File: src/rtl/pea_cmd_writer.sv
// Host-side producer for the polynomial evaluation actor: packs a request,
// streams its operand tokens into the data FIFO, then writes the command word.
module pea_cmd_writer #(
  parameter int word_size   = 16,
  parameter int buffer_size = 1024
) (
  input  logic                 clk,
  input  logic                 rst,
  input  logic                 start_cmd,
  input  logic [7:0]           instr_in,
  input  logic [2:0]           arg1_in,
  input  logic [4:0]           arg2_in,
  input  logic [word_size-1:0] tok_in,
  input  logic                 tok_valid,
  output logic                 tok_ready,
  input  logic [word_size-1:0] pop_in_fifo_data,
  input  logic [word_size-1:0] pop_in_fifo_command,
  output logic                 wr_fifo_data,
  output logic [word_size-1:0] data_out_data,
  output logic                 wr_fifo_command,
  output logic [word_size-1:0] data_out_command,
  output logic                 busy,
  output logic                 done_cmd,
  output logic                 err
);

  typedef enum logic [2:0] {
    IDLE, DECODE, WAIT_SPACE, DATA, CMD, DONE
  } state_t;

  localparam logic [7:0] OP_STP = 8'd0;
  localparam logic [7:0] OP_EVP = 8'd1;
  localparam logic [7:0] OP_EVB = 8'd2;
  localparam logic [7:0] OP_RST = 8'd3;

  localparam int CW = word_size + 1;
  localparam logic [CW-1:0] BUF_W = CW'(buffer_size);

  state_t state_q, state_d;
  logic [7:0] instr_q, instr_d;
  logic [2:0] arg1_q, arg1_d;
  logic [4:0] arg2_q, arg2_d;
  logic [5:0] cnt_q, cnt_d;
  logic wr_data_q, wr_data_d;
  logic [word_size-1:0] dout_data_q, dout_data_d;
  logic [word_size-1:0] dout_cmd_q, dout_cmd_d;
  logic err_q, err_d;

  logic [15:0] cmd_word;
  logic [CW-1:0] need;
  logic space_ok;
  logic accept;

  assign cmd_word = {arg2_q, arg1_q, instr_q};
  // Whole operand block is reserved before the first token goes out
  assign need = {1'b0, pop_in_fifo_data} + CW'(cnt_q);
  assign space_ok = (need <= BUF_W) &&
                    ({1'b0, pop_in_fifo_command} < BUF_W);
  assign accept = (state_q == DATA) && tok_valid;

  always_comb begin
    state_d     = state_q;
    instr_d     = instr_q;
    arg1_d      = arg1_q;
    arg2_d      = arg2_q;
    cnt_d       = cnt_q;
    wr_data_d   = 1'b0;
    dout_data_d = dout_data_q;
    dout_cmd_d  = dout_cmd_q;
    err_d       = 1'b0;
    unique case (state_q)
      IDLE: begin
        if (start_cmd) begin
          instr_d = instr_in;
          arg1_d  = arg1_in;
          arg2_d  = arg2_in;
          state_d = DECODE;
        end
      end
      DECODE: begin
        state_d = WAIT_SPACE;
        unique case (1'b1)
          (instr_q == OP_STP): cnt_d = {1'b0, arg2_q} + 6'd1;
          (instr_q == OP_EVP): cnt_d = 6'd1;
          (instr_q == OP_EVB): cnt_d = {1'b0, arg2_q};
          (instr_q == OP_RST): cnt_d = 6'd0;
          default: begin
            cnt_d   = 6'd0;
            err_d   = 1'b1;
            state_d = IDLE;
          end
        endcase
      end
      WAIT_SPACE: begin
        if (space_ok) begin
          state_d = (cnt_q != 6'd0) ? DATA : CMD;
        end
      end
      DATA: begin
        if (accept) begin
          wr_data_d   = 1'b1;
          dout_data_d = tok_in;
          cnt_d       = cnt_q - 6'd1;
          if (cnt_q == 6'd1) begin
            state_d = CMD;
          end
        end
      end
      CMD:  state_d = DONE;
      DONE: state_d = IDLE;
      default: state_d = IDLE;
    endcase
    if (state_d == CMD) begin
      dout_cmd_d = word_size'(cmd_word);
    end
  end

  always_ff @(posedge clk) begin
    if (!rst) begin
      state_q     <= IDLE;
      instr_q     <= '0;
      arg1_q      <= '0;
      arg2_q      <= '0;
      cnt_q       <= '0;
      wr_data_q   <= 1'b0;
      dout_data_q <= '0;
      dout_cmd_q  <= '0;
      err_q       <= 1'b0;
    end else begin
      state_q     <= state_d;
      instr_q     <= instr_d;
      arg1_q      <= arg1_d;
      arg2_q      <= arg2_d;
      cnt_q       <= cnt_d;
      wr_data_q   <= wr_data_d;
      dout_data_q <= dout_data_d;
      dout_cmd_q  <= dout_cmd_d;
      err_q       <= err_d;
    end
  end

  assign tok_ready        = (state_q == DATA);
  assign wr_fifo_data     = wr_data_q;
  assign data_out_data    = dout_data_q;
  assign wr_fifo_command  = (state_q == CMD);
  assign data_out_command = dout_cmd_q;
  assign busy             = (state_q != IDLE);
  assign done_cmd         = (state_q == DONE);
  assign err              = err_q;

endmodule

File: config.mk
export PLATFORM = sky130hd
export DESIGN_NAME = pea_cmd_writer
export DESIGN_NICKNAME = d
export VERILOG_FILES = /design/src/rtl/pea_cmd_writer.sv
export SDC_FILE = /design/constraint.sdc
export NUM_CORES = 1
export LEC_CHECK = 0
export ABC_AREA = 1
export CAP_MARGIN = 20
export CORE_MARGIN = 2
export CORE_UTILIZATION = 35
export CTS_BUF_LIST = sky130_fd_sc_hd__clkbuf_8
export DETAILED_ROUTE_END_ITERATION = 10
export PLACE_DENSITY = 0.72
export SYNTH_ARGS = -nofsm -noshare
export SYNTH_HDL_FRONTEND = slang
export SYNTH_SLANG_ARGS = --single-unit
File: constraint.sdc
create_clock -name clk -period 3.5 [get_ports clk]
set_input_delay 0.875 -clock clk [delete_from_list [all_inputs] [get_ports clk]]
set_output_delay 0.875 -clock clk [all_outputs]
set_load 0.02 [all_outputs]
* Word-level counts from Yosys, hierarchy flattened
Index checks and enable logic that the tools add are counted.
Operators by class: add/subtract/negate cells 3, $lt $le $gt $ge 2, equal/unequal tests 11, multiplexer cells 12, reductions and logical operators 13
Operator list (number):
- case mux 6 bit (3 select lines) | 1
- adder 16 x 6 -> 17 bit | 1
- less-or-equal comparator 17 x 11 -> 1 bit, second input constant | 1
- == test 8 x 2 -> 1 bit, second input constant | 2
- less-than comparator 16 x 11 -> 1 bit, second input constant | 1
- 2-to-1 mux 3 bit | 5
- case mux 3 bit (5 select lines) | 1
- case mux 6 bit (2 select lines) | 1
- AND reduction 2 bit | 5
- == test 3 bit, second input constant | 3
- == test 8 x 1 -> 1 bit, second input constant | 1
- zero test 8 bit | 1
- adder 5 x 1 -> 6 bit, second input constant | 1
- == test 3 x 2 -> 1 bit, second input constant | 2
- == test 6 x 1 -> 1 bit, second input constant | 1
- 2-to-1 mux 6 bit | 1
- nonzero test 6 bit | 1
- subtractor 6 x 1 -> 6 bit, second input constant | 1
- OR reduction 4 bit | 1
- == test 3 x 1 -> 1 bit, second input constant | 1
- zero test 3 bit | 1
- nonzero test 3 bit | 1
- logical AND 1 bit | 2
- 2-to-1 mux 1 bit | 2
- other kinds (3) | 3
Storage, ports and cells: flip-flop bits (word level) 59, output and inout port bits 38, word-level logic and storage cells 50

* Longest topological paths before layout
Gate-level depths: netlist (run 1).
depth in word-level cells 6, depth in mapped cells 20, gate-level depth less buffers 19

* Worst setup path after synthesis (run 1)
Ideal clock, no wire load.
kind input port to flip-flop, start point input port pop_in_fifo_data[0], end point register dout_cmd_q[11], in the netlist data_out_command[11], setup time 0.115 ns, arrival time 2.831 ns, setup slack 0.554 ns, cell stages on the path 16, path buffers 1, cells stage by stage ha_1 fa_1 or2_2 nor2_1 nand3_1 nor2_1 nand2_1 nor2_1 nand2_1 nand2_1 nand3_1 nand2_1 clkinv_2 buf_4 a21oi_1 nor2_1
On the way: longest elaborated chain between the ends 6
RTL lines:
- start, declared | line 16 | input logic [word_size-1:0] pop_in_fifo_data,
- adder 16 x 6 -> 17 bit | line 56 | assign need = {1'b0, pop_in_fifo_data} + CW'(cnt_q);
- less-or-equal comparator 17 x 11 -> 1 bit | line 57 | assign space_ok = (need <= BUF_W) &&
- logical AND 1 bit | line 57
- 2-to-1 mux 3 bit | line 95 | if (space_ok) begin
- case mux 3 bit (5 select lines) | line 71 | unique case (state_q)
- == test 3 bit | line 113 | if (state_d == CMD) begin
- end signal, assigned | line 137 | dout_cmd_q <= dout_cmd_d;
- end, declared | line 46 | logic [word_size-1:0] dout_cmd_q, dout_cmd_d;
No other way between the ends. A chain may end at the register's enable or synchronous reset.

* Worst setup path after layout (run 1)
start point input port pop_in_fifo_data[0], end point register dout_cmd_q[9], in the netlist data_out_command[9]
Same word-level chain as after synthesis.

==> results of run 1 <==
==> cells by family (layout without fill, tap and decap cells) <==
kind of cell	Yosys count	count (layout)	share of synthesized area [%]
DFF	59	59	37.1
and+or+nand+nor	253	253	34.4
adders and majority gates	10	10	4.16
AOI/OAI and AO/OA	85	85	13.8
buffers and inverters	77	179	9.74
xor gates and xnor gates	3	3	0.825
==> layout by cell type (no fill, tap or decap), types with 9 or more instances in the layout <==
| cell type | n |
|---|---|
| nand2_1 | 129 |
| clkdlybuf4s50_1 | 95 |
| nor3_1 | 10 |
| clkbuf_8 | 11 |
| nor2_1 | 62 |
| inv_1 | 59 |
| dfxtp_1 | 59 |
| nand3_1 | 26 |
| o21ai_0 | 24 |
| ha_1 | 9 |
| a21oi_1 | 55 |
==> registers in the layout, summed over array words and instances, names as in the netlist <==
name / cells
data_out_command: 16
data_out_data: 16
instr_q: 8
cnt_q: 6
arg2_q: 5
arg1_q: 3
state_q: 3
err: 1
wr_fifo_data: 1
==> final cells by class <==
cell class,instances,area (sq um)
repair buffers,102,1020
clock buffers,11,151
flip-flops and latches,59,1180
well taps,108,135
fillers,871,4280
inverters,61,230
clock inverters,5,76.3
multi-input cells,351,1700
==> how the worst max path moves through the flow <==
stage                         from                           endpoint  slack (ns)  cells after the start
6_report       pop_in_fifo_data[0]   data_out_command[9]$_SDFFE_PN0N_        0.26                     19
5_1_grt        pop_in_fifo_data[0]  data_out_command[15]$_SDFFE_PN0N_       0.007                     17
4_1_cts        pop_in_fifo_data[0]   data_out_command[5]$_SDFFE_PN0N_        0.25                     19
3_5_place_dp   pop_in_fifo_data[0]  data_out_command[14]$_SDFFE_PN0N_       -0.10                     17
3_3_place_gp   pop_in_fifo_data[0]   data_out_command[9]$_SDFFE_PN0N_       -0.06                     19
2_1_floorplan  pop_in_fifo_data[0]  data_out_command[11]$_SDFFE_PN0N_        0.55                     16
==> metal layers <==
layer  up-vias  wire length (um)  track usage, %
met5         -                 0               0
met4         0               152            6.32
met3        17               601            6.82
met2        93              4190            31.2
met1      1534              3600            20.4
li1       1756                 -               -
==> worst min-delay path, cell delays in order (launching register included) <==
cell     delay (ns)
dfxtp_1        0.31
nand2_1        0.06
a21oi_1        0.05
==> report_power, final <==
part,internal (W),switching [W]
registers,0.000708,0.0000310
logic,0.000162,0.000217
clock network,0.000436,0.000271
total,0.00131,0.000519
==> metrics by stage <==
stage	setup TNS (ns)	area, sq um	hold slack (ns)
final	0	4490	0.464
after global routing	0	4490	0.481
after CTS	0	4490	0.467
after detailed placement	-1.43	4260	0.456
after global placement	-0.911	4260	0.450
after floorplan	0	3190	0.444
==> flow_metrics.py, run 1 <==
metrics = {
    "placed_design": {
        "place_inst": 681,
        "port_buffers": 95,
        "place_hpwl_mm": 6.53,
        "place_worst_setup_slack_ns": -0.100,
        "gp_congestion": 0.889,
    },
    "floorplan": {
        "die_y_um": 99.4,
        "dieArea_sq_um": 9880,
        "fp.coreArea_sq_um": 8760,
        "start_util_pct": 36.4,
        "die_w_um": 99.4,
        "rows": 34,
        "io_pins": 106,
    },
    "detailed_routing": {
        "firstDrtPassIters": 4,
        "routed_wl_mm": 8.55,
        "viasPerCell": 4.88,
        "first_iter_violations": 158,
        "vias": 3400,
        "route.detailed.drc": 0,
        "wl_per_cell_um": 12.3,
        "drtAntennaViolNets": 0,
    },
    "sta": {
        "min_period_over_period_pct": 92.6,
        "drv_slew": 0,
        "timing_worst_slew_pin_value_ns": 0.797,
        "setup_viol": 0,
        "clock_skew_ns": 0.00891,
        "timing.final.ws_setup_ns": 0.261,
        "slew_headroom_pct": 46.8,
        "fmax_ghz": 0.309,
        "rsz0062_at_grt": "false",
        "hold_viol_final": 0,
        "fin_crit_ns": 3.24,
    },
    "synthesis": {
        "async_flop_share_pct": 0,
        "syn_inst": 487,
        "syn-num-nets": 565,
        "netlist.top_cell.by_area": "dfxtp_1",
        "netlist-cell-type-count": 35,
        "synth_top_area_share_pct": 37.1,
        "synth_edf_count": 0,
        "synth_seq_cells": 59,
        "seq_area_frac_synth_pct": 37.1,
        "ys_top_cells_by_count": "nand2_1, nor2_1, dfxtp_1, inv_1, a21oi_1",
        "syn_avg_cell_area_sq_um": 6.54,
        "netlist_area_sq_um": 3190,
        "yosysMostFrequentCell": "nand2_1",
        "ys.flop_type": "dfxtp_1",
        "synth_area_leaders": "dfxtp_1, nand2_1, a21oi_1, nor2_1, inv_1",
        "ys_warn_count": 0,
    },
    "worst_hold_path": {
        "hold_class": "register to register",
        "min-delay-start": "data_out_data[0]$_SDFFE_PN0P_",
        "holdPathStages": 2,
        "min_to": "data_out_data[0]$_SDFFE_PN0P_",
    },
    "final_layout": {
        "layout.cells.non_filler": 697,
        "drive_above_1_share_pct": 6.45,
        "nets": 662,
        "antenna_cells": 0,
        "utilization_pct": 51.2,
        "syn2layout_area_growth_pct": 40.8,
    },
    "power_and_ir_drop": {
        "peakVddDrop_uv": 285,
        "p_per_area_nw_per_um2": 407,
        "p_total_w": 0.00183,
        "p_leak_nw": 1.96,
    },
    "grt": {
        "grt_max_degree": 35,
        "first_global_vias": 3391,
        "grt_pass1_wl_mm": 14.6,
        "grtUsageTotal_pct": 18.1,
        "overflow": 0,
        "grt_antenna_before_repair": 0,
    },
    "worst_setup_path": {
        "r2r_slack_ns": 0.85,
        "rr_worst_depth": 18,
        "r2r_end": "data_out_command[9]$_SDFFE_PN0N_",
        "worstReg2RegStart": "cnt_q[0]$_SDFFE_PN0P_",
        "required_ns": 3.73,
        "end_kind": "register",
        "path_delay_family": "simple AND/OR/NAND/NOR gates",
        "crit_fanout": 20,
        "start_kind": "input pin",
        "worstPathArrival_ns": 3.47,
        "crit_type": "input pin to register",
        "slowest_stage": "fa_1",
        "worst-path-buf-inv": 3,
        "crit_path_frequent_cell": "nand2_1",
        "crit_chain": "clkdlybuf4s50_1 > ha_1 > fa_1 > or2_2 > nor2_1 > nand3_1 > nor2_1 > nand2_1 > nor2_1 > nand2_1 > nand2_1 > nand3_1 > nand2_1 > clkinv_2 > nand2_2 > buf_12 > nand2_1 > nand2_1 > nor2_1",
        "crit_path_max_incr_delay_ns": 0.42,
    },
    "clocking": {
        "path_clk_slew_ns": 0.07,
        "clockBufferDepth": 2,
        "ctsResizeCount": 0,
        "root_buffer": "clkbuf_8",
        "clock-sinks": 59,
        "numCtsBuffers": 9,
        "clock_latency_ns": 0.34,
        "cts_hold_buf": 0,
        "postCtsSetupRepairBufs": 0,
        "cts_tree": "built",
        "h-tree-depth": 3,
    },
    "run_status": {
        "status": "finished clean",
    },
    "run": {
        "cap_violations": 0,
    },
}
No activity file was read; power rests on OpenSTA's default activity.
==> run 2: changes to the inputs <==
MAX_ROUTING_LAYER = met4   (was default)
SLEW_MARGIN = 0   (was default)
==> run 2 against run 1 <==
  * Global-route usage shrank 0.15 points
  * Fmax rose by 0.60%
  * Die area unchanged
  * Clock power decreased by 13%
  * Non-clock buffer count unchanged
  * Flip-flop and latch count did not move
  * Setup slack improved by 0.019 ns
  * Combinational power about the same
  * Register-to-register slack gained 0.03 ns
  * Final area shrank 0.75%
  * Critical path depth stayed put
  * Final cell count is the same
  * Largest power group unchanged
==> flow_metrics.py, run 2 (synthesized netlist as in run 1, its figures left out) <==
metrics = {
    "run_status": {
        "status": "finished clean",
    },
    "final_layout": {
        "drive_above_1_share_pct": 6.45,
        "syn2layout_area_growth_pct": 39.7,
        "antenna_cells": 0,
        "fillerInstances": 862,
        "final_cell_mix": "nand2_1, clkdlybuf4s50_1, nor2_1",
        "mostFrequentLayoutCell": "nand2_1",
        "nets": 662,
        "layout.cells.non_filler": 697,
    },
    "grt": {
        "grt_max_degree": 35,
        "grt_antenna_before_repair": 0,
        "first_global_vias": 3275,
        "grtUsageTotal_pct": 17.9,
        "grt_pass1_wl_mm": 14.1,
        "overflow": 0,
    },
    "worst_setup_path": {
        "worstPathArrival_ns": 3.45,
        "end_kind": "register",
        "crit_type": "input pin to register",
        "required_ns": 3.73,
        "crit_path_max_incr_delay_ns": 0.42,
        "crit_fanout": 20,
        "crit_chain": "clkdlybuf4s50_1 > ha_1 > fa_1 > or2_2 > nor2_1 > nand3_1 > nor2_1 > nand2_1 > nor2_1 > nand2_1 > nand2_1 > nand3_1 > nand2_1 > clkinv_2 > nand2_2 > buf_12 > nand2_1 > nand2_1 > nor2_1",
        "start_kind": "input pin",
        "slowest_stage": "fa_1",
        "worstReg2RegStart": "cnt_q[0]$_SDFFE_PN0P_",
        "crit_path_frequent_cell": "nand2_1",
        "crit_start": "pop_in_fifo_data[0]",
        "r2r_slack_ns": 0.88,
    },
    "floorplan": {
        "start_util_pct": 36.4,
        "die_w_um": 99.4,
        "dieArea_sq_um": 9880,
        "die_y_um": 99.4,
        "io_pins": 106,
        "fp.coreArea_sq_um": 8760,
        "rows": 34,
    },
    "clocking": {
        "cts_tree": "built",
        "root_buffer": "clkbuf_8",
        "cts_hold_buf": 0,
        "ctsResizeCount": 0,
        "clock_latency_ns": 0.34,
        "clockBufferDepth": 2,
        "numCtsBuffers": 9,
        "path_clk_slew_ns": 0.07,
        "clock-sinks": 59,
        "h-tree-depth": 3,
        "postCtsSetupRepairBufs": 0,
    },
    "detailed_routing": {
        "routed_wl_mm": 8.38,
        "first_iter_violations": 145,
        "route.detailed.drc": 0,
        "firstDrtPassIters": 5,
        "vias": 3369,
        "wl_per_cell_um": 12.0,
        "drtAntennaViolNets": 0,
        "viasPerCell": 4.83,
    },
    "power_and_ir_drop": {
        "pwr-share-comb_pct": 21.9,
        "p_switching_w": 0.000518,
        "p_total_w": 0.00173,
        "sw_frac_of_total_pct": 30.0,
        "p_per_area_nw_per_um2": 389,
        "p_int_w": 0.00121,
        "peakVddDrop_uv": 214,
        "power_frac_seq_pct": 42.7,
        "p_leak_nw": 1.95,
        "pwr-share-clk_pct": 35.4,
    },
    "sta": {
        "rsz0062_at_grt": "false",
        "finalSetupTns_ns": 0,
        "timing_worst_slew_pin_value_ns": 0.823,
        "min_period_over_period_pct": 92.0,
        "hold_viol_final": 0,
        "slew_headroom_pct": 45.1,
        "fin_crit_ns": 3.22,
        "fmax_ghz": 0.311,
        "setup_viol": 0,
        "clock_skew_ns": 0.00898,
        "drv_slew": 0,
        "holdWs_ns": 0.464,
    },
    "placed_design": {
        "gp_congestion": 0.894,
        "place_hpwl_mm": 6.30,
        "port_buffers": 95,
        "place_inst": 681,
    },
    "run": {
        "cap_violations": 0,
    },
    "worst_hold_path": {
        "min-delay-start": "data_out_data[0]$_SDFFE_PN0P_",
        "hold_class": "register to register",
    },
}
[run 2: routing by layer]
| metal | vias up | GRT usage, % | share of wire [%] |
|---|---|---|---|
| met5 | - | - | 0 |
| met4 | 0 | 5.16 | 1.7 |
| met3 | 12 | 4.99 | 6.0 |
| met2 | 106 | 31.2 | 49 |
| met1 | 1498 | 20.1 | 43 |
| li1 | 1753 | - | - |
[run 2: layout make-up]
| class | instances | area, sq um | area share (%) |
|---|---|---|---|
| multi-input cells | 351 | 1700 | 38.1 |
| flip-flops and latches | 59 | 1180 | 26.5 |
| repair buffers | 102 | 1020 | 22.8 |
| inverters | 61 | 230 | 5.17 |
| clock buffers | 10 | 138 | 3.09 |
| well taps | 108 | 135 | 3.04 |
| clock inverters | 6 | 56.3 | 1.26 |
[run 2: critical path: cells and delay by family]
family	cells	cell delay [ns]
adder cells (fa/ha/maj)	2	0.64
AND/OR/NAND/NOR	14	1.32
buffers and inverters	3	0.62
[run 2: power groups by stage]
stage                     logic [W]  clock network [W]  registers (W)
after floorplan            0.000232                  0       0.000749
after global placement     0.000365                  0       0.000752
after detailed placement   0.000375                  0       0.000754
after CTS                  0.000378           0.000629       0.000739
after global routing       0.000429           0.000654       0.000744
final                      0.000379           0.000612       0.000739
[run 2: worst paths after layout]
| path | end | depth (start not counted) |
|---|---|---|
| worst max-delay path | data_out_command[5]$_SDFFE_PN0N_ | 19 |
| worst min-delay path | data_out_data[0]$_SDFFE_PN0P_ | 2 |
| worst max register to register | data_out_command[5]$_SDFFE_PN0N_ | 18 |
| worst min register to register | data_out_data[0]$_SDFFE_PN0P_ | 2 |
[run 2: through the flow]
step / util [%] / area, sq um / setup WS, ns
6_report: 50.8 / 4450 / 0.280
5_1_grt: 50.8 / 4450 / 0.0155
4_1_cts: 50.8 / 4450 / 0.273
3_5_place_dp: 48.6 / 4260 / -0.0813
3_3_place_gp: 48.6 / 4260 / -0.0685
2_1_floorplan: - / 3190 / 0.554
